`config.mk`:
```
export PLATFORM = sky130hd
export DESIGN_NAME = usi_iq_param
export DESIGN_NICKNAME = d
export VERILOG_FILES = /design/src/rtl/usi_iq_param.sv
export SDC_FILE = /design/constraint.sdc
export NUM_CORES = 1
export LEC_CHECK = 0
export ABC_AREA = 1
export CAP_MARGIN = 20
export CORE_ASPECT_RATIO = 2
export CORE_UTILIZATION = 45
export CTS_BUF_LIST = sky130_fd_sc_hd__clkbuf_4 sky130_fd_sc_hd__clkbuf_8 sky130_fd_sc_hd__clkbuf_16
export DETAILED_ROUTE_END_ITERATION = 16
export PLACE_DENSITY = 0.73
export SLEW_MARGIN = 20
export SYNTH_ARGS = -nofsm -noshare
export SYNTH_HDL_FRONTEND = slang
export SYNTH_SLANG_ARGS = --single-unit
export TNS_END_PERCENT = 10
```
`constraint.sdc`:
```
create_clock -name clk -period 2.4 [get_ports clk]
set_clock_uncertainty 0.15 [all_clocks]
set_input_delay 0.24 -clock clk [delete_from_list [all_inputs] [get_ports clk]]
set_output_delay 0.24 -clock clk [all_outputs]
set_load 0.02 [all_outputs]
```
`src/rtl/usi_iq_param.sv`:
```
// Run-time configurable I/Q up-sampler: zero-insert or sample-and-hold, factor 1..MAX_L.
// Settings are taken only at a frame boundary and are checked before they are adopted.
module usi_iq_param #(
  parameter int DW     = 2,
  parameter int MAX_L  = 16,
  parameter int RST_L  = 4,
  parameter int RST_PH = 2,
  localparam int LW    = $clog2(MAX_L + 1)
) (
  input  logic          clk,
  input  logic          rst,
  input  logic          en,
  input  logic [LW-1:0] l_cfg,
  input  logic [LW-1:0] ph_cfg,
  input  logic          mode_cfg,
  input  logic [DW-1:0] i_in,
  input  logic [DW-1:0] q_in,
  output logic [DW-1:0] i_out,
  output logic [DW-1:0] q_out,
  output logic          strobe,
  output logic          cfg_err
);

  logic [LW-1:0] r_cnt;
  logic [LW-1:0] r_l;
  logic [LW-1:0] r_ph;
  logic          r_mode;
  logic [DW-1:0] r_i;
  logic [DW-1:0] r_q;
  logic          r_strobe;
  logic          r_cfg_err;

  logic          w_boundary;
  logic          w_capture;
  logic          w_cfg_valid;

  // With L=1 the counter never leaves 0, so every enabled edge is both a boundary and a capture.
  assign w_boundary  = (r_cnt == r_l - LW'(1));
  assign w_capture   = (r_cnt == r_ph);
  assign w_cfg_valid = (l_cfg != '0) && (l_cfg <= LW'(MAX_L)) && (ph_cfg < l_cfg);

  // NOTE: every register here is assigned with <= so all updates see the pre-edge
  // counter and active config, which is exactly what the capture/apply decisions need.
  always_ff @(posedge clk) begin
    if (rst) begin
      r_cnt     <= '0;
      r_l       <= LW'(RST_L);
      r_ph      <= LW'(RST_PH);
      r_mode    <= 1'b0;
      r_i       <= '0;
      r_q       <= '0;
      r_strobe  <= 1'b0;
      r_cfg_err <= 1'b0;
    end else if (en) begin
      r_cnt <= w_boundary ? '0 : r_cnt + LW'(1);

      if (w_capture) begin
        r_i      <= i_in;
        r_q      <= q_in;
        r_strobe <= 1'b1;
      end else begin
        r_strobe <= 1'b0;
        if (!r_mode) begin
          r_i <= '0;
          r_q <= '0;
        end
      end

      if (w_boundary) begin
        if (w_cfg_valid) begin
          r_l       <= l_cfg;
          r_ph      <= ph_cfg;
          r_mode    <= mode_cfg;
          r_cfg_err <= 1'b0;
        end else begin
          r_cfg_err <= 1'b1;
        end
      end else begin
        r_cfg_err <= 1'b0;
      end
    end else begin
      r_strobe  <= 1'b0;
      r_cfg_err <= 1'b0;
    end
  end

  assign i_out   = r_i;
  assign q_out   = r_q;
  assign strobe  = r_strobe;
  assign cfg_err = r_cfg_err;

endmodule

```
==> out/qor.txt, run 1 <==
RUN STATUS
--------------------------------------------------------------------------------
Run status ........................................................    completed

TIMING
--------------------------------------------------------------------------------
Measured slew at the worst slew-check pin .........................    0.4373 ns
Final hold slack ..................................................    0.3164 ns
Crit path setup slack, layout .....................................    0.3011 ns
Fin. max-slew vios ................................................            0
Final setup viols .................................................            0
Achievable Freq ...................................................   0.4764 GHz
Fin crit share ....................................................       87.46%
Relative slew margins .............................................       70.81%
Count of final hold-check violations ..............................            0
Time the worst path needs with I/O delays and setup ...............     2.099 ns
RSZ-0062 raised after global routing ..............................           no
Total negative setup slack ........................................         0 ns

WORST SETUP PATH
--------------------------------------------------------------------------------
Startpoint of the worst setup timing path .........................       r_l[0]
Cell type of the slowest stage on the worst timing path ........... sky130_fd_sc_hd__dfxtp_1
Ordered list of cells on the worst path ........................... inv_1, ha_1, nand2_1, nand2_1, nor2_1, nand2_1, nor2_2, nand3_2, nand2_1, inv_1, nor2_1
Crit path arrival time ............................................      2.15 ns
Crit-path leading delay family .................................... simple AND/OR/NAND/NOR gates
Cell with the most instances on the worst path .................... sky130_fd_sc_hd__nand2_1
Critical Path Sink Type ...........................................         flop
Class of the most critical setup path ............................. flop to flop
Startpoint of the most critical register-to-register path .........       r_l[0]
Delay of the slowest cell on the worst path .......................      0.39 ns
Critical path data required time ..................................      2.45 ns
Critical path buffers and inverters ...............................            2
Top fanout value on the critical path .............................           11
Element type at the critical path start ...........................         flop

LAYOUT
--------------------------------------------------------------------------------
Post-route standard cell area excluding fillers ................... 0.001683 mm2
Area grow syn2layout ..............................................       25.82%
Fraction of the core area covered by cells at the end of the flow .       60.75%
Non-filler instance count after layout ............................          269
Ratio of cells with drive above 1 in the final layout .............       6.250%
Number of nets at the end of the flow .............................          265
Count of inserted antenna diode cells .............................            0

FLOORPLAN
--------------------------------------------------------------------------------
Core outline area ................................................. 0.002770 mm2
Cell row count ....................................................           27
Vert. Die Dim .....................................................     79.10 um
Die X .............................................................     40.55 um
Top Ports .........................................................           24
Die outline area .................................................. 0.003208 mm2
Initial Util ......................................................       48.28%

WORST HOLD PATH
--------------------------------------------------------------------------------
Min-delay worst type .............................................. flop to flop
Startpoint of the lowest-slack hold path ..........................     i_out[0]

SYNTH
--------------------------------------------------------------------------------
Library cells used by synthesis ...................................           20
Count of mapped cells out of synthesis ............................          213
Mean Syn Cell Area ................................................    6.279 um2
Main area contributors after synthesis ............................ sky130_fd_sc_hd__dfxtp_1, sky130_fd_sc_hd__nand2_1, sky130_fd_sc_hd__inv_1
Total nets after synthesis ........................................          237
Area share of the largest cell type after synthesis ...............       32.93%
Post-synthesis instance area ...................................... 0.001338 mm2
Count of state elements after synthesis ...........................           22
Biggest area consumer among synthesized cells ..................... sky130_fd_sc_hd__dfxtp_1
Number of warnings reported in the yosys synthesis log ............            0
Seq/Total Area, Yosys .............................................       32.93%

DETAILED ROUTING
--------------------------------------------------------------------------------
DRT Pass-1 Iters ..................................................            4
Final antenna-violating net count .................................            0
Total number of vias ..............................................         1283
Average via count per standard cell ...............................        4.770
Starting DRT DRC Count ............................................           36
Post-detailed-routing wire length .................................      2866 um
DRC ...............................................................            0
Drt wl/cell .......................................................     10.65 um

POWER AND IR DROP
--------------------------------------------------------------------------------
Pwr/cell area ..................................................... 502.3 mW/mm2
Design Power ......................................................     845.3 uW
Worst vdd rail ir drop ............................................    0.3421 mV
Leakage power .....................................................    0.8678 nW

CLOCK NETWORK
--------------------------------------------------------------------------------
CTS Root Cell ..................................................... sky130_fd_sc_hd__clkbuf_8
Number of buffers inserted during clock tree synthesis ............            3
Clock latency at the later pin of the worst-skew pair .............      0.26 ns
Hold Buf Count CTS ................................................            0
Count of H-tree levels built during CTS ...........................            1
Setup bufs post-CTS ...............................................            0
Largest buffer count on any clock path ............................            2
Clock tree from TritonCTS .........................................          yes
CTS clock-pin slew for the worst setup and hold paths .............      0.08 ns
Count of instances resized after the clock tree is built ..........            0
TritonCTS sink count ..............................................           22

GLOBAL ROUTE
--------------------------------------------------------------------------------
Global-route usage over all layers ................................       20.82%
Antenna violations before repair ..................................            0
Via count of the first global-routing pass ........................         1224
First-pass GRT wire length ........................................      4802 um
Maximum number of pins on one net before global-route repair ......           17
Congestion Overflow GR ............................................            0

PLACEMENT
--------------------------------------------------------------------------------
Total placed instance area ........................................ 0.001612 mm2
Count of buffers inserted at the top-level ports ..................           23
GPL Wtd Cong ......................................................       0.7394
Pre-CTS setup slack ...............................................    0.1298 ns
Placed cell count .................................................          265
DPL Wire Length ...................................................      2375 um

RUN
--------------------------------------------------------------------------------
Max capacitance violation total ...................................            0

==> cell families after synthesis <==
kind of cell | synth area share, %
DFF | 32.93
AOI/OAI and AO/OA | 2.244
adders and majority gates | 5.613
and+or+nand+nor | 40.88
buffers and inverters | 13.75
xor gates and xnor gates | 4.584
==> power by group <==
| part | switching, mW | leakage (nW) | total [mW] | internal, mW |
|---|---|---|---|---|
| sequential | 0.00812 | 0.178 | 0.381 | 0.373 |
| combinational | 0.0655 | 0.654 | 0.127 | 0.0611 |
| clock | 0.115 | 0.0357 | 0.338 | 0.223 |
| total | 0.189 | 0.868 | 0.845 | 0.657 |
==> layer usage <==
layer,global-route usage (%),part of all wire (%),vias up
met5,0,0,-
met4,7.000,1.4,0
met3,2.514,1.3,4
met2,40.00,59,16
met1,20.00,38,558
li1,-,-,705
==> path summary, 6_finish.rpt <==
check | end | slack, ns | cells past startpoint
hold reg to reg | i_out[0] | 0.32 | 2
setup / recovery | r_l[1] | 0.30 | 11
hold / removal | i_out[0] | 0.32 | 2
setup reg to reg | r_l[1] | 0.30 | 11
==> flip-flops by register name, summed over array words and instances (netlist names) <==
signal   count
r_ph         5
r_mode       1
r_l          5
i_out        2
cfg_err      1
r_cnt        5
strobe       1
q_out        2
==> cell usage in the layout, fill, tap and decap left out, types with 5 or more instances in the layout <==
cell type,count
sky130_fd_sc_hd__ha_1,6
sky130_fd_sc_hd__buf_4,5
sky130_fd_sc_hd__dfxtp_1,22
sky130_fd_sc_hd__nand4_1,13
sky130_fd_sc_hd__clkdlybuf4s50_1,23
sky130_fd_sc_hd__a21oi_1,5
sky130_fd_sc_hd__xor2_1,6
sky130_fd_sc_hd__nand2_1,73
sky130_fd_sc_hd__inv_1,39
sky130_fd_sc_hd__nor2_1,21
sky130_fd_sc_hd__nand3_1,12
==> worst register-to-register path, stage by stage (launching register included) <==
cell and delay, ns:
sky130_fd_sc_hd__dfxtp_1 0.39, sky130_fd_sc_hd__inv_1 0.10, sky130_fd_sc_hd__ha_1 0.32, sky130_fd_sc_hd__nand2_1 0.07, sky130_fd_sc_hd__nand2_1 0.04, sky130_fd_sc_hd__nor2_1 0.09
sky130_fd_sc_hd__nand2_1 0.07, sky130_fd_sc_hd__nor2_2 0.31, sky130_fd_sc_hd__nand3_2 0.26, sky130_fd_sc_hd__nand2_1 0.12, sky130_fd_sc_hd__inv_1 0.04, sky130_fd_sc_hd__nor2_1 0.08
==> cell type report <==
cell class | count | area (um2)
fill | 278 | 1087
sequential | 22 | 440.4
clock buffer | 3 | 41.29
timing repair buffer | 28 | 267.8
multi-input combinational | 145 | 713.2
clock inverter | 1 | 30.03
inverter | 41 | 153.9
tap | 29 | 36.28
==> Yosys cell counts <==
master / n
sky130_fd_sc_hd__nand3_1: 12
sky130_fd_sc_hd__o21ai_0: 1
sky130_fd_sc_hd__xor2_1: 6
sky130_fd_sc_hd__nor2_2: 1
sky130_fd_sc_hd__buf_6: 1
sky130_fd_sc_hd__nor2_4: 1
sky130_fd_sc_hd__buf_1: 1
sky130_fd_sc_hd__nand2_1: 73
sky130_fd_sc_hd__buf_2: 3
sky130_fd_sc_hd__inv_2: 2
sky130_fd_sc_hd__nor2_1: 21
sky130_fd_sc_hd__dfxtp_1: 22
sky130_fd_sc_hd__nand3_2: 1
sky130_fd_sc_hd__nor3_1: 3
sky130_fd_sc_hd__inv_1: 39
sky130_fd_sc_hd__nor3_2: 1
sky130_fd_sc_hd__nand4_1: 13
sky130_fd_sc_hd__xnor2_1: 1
sky130_fd_sc_hd__ha_1: 6
sky130_fd_sc_hd__a21oi_1: 5
No activity file was read; power rests on OpenSTA's default activity.
==> run 2: changes to the inputs <==
- CAP_MARGIN: 20 -> 30
==> results of run 2 <==
Final layout, timing and power as in run 1 (identical DEF).
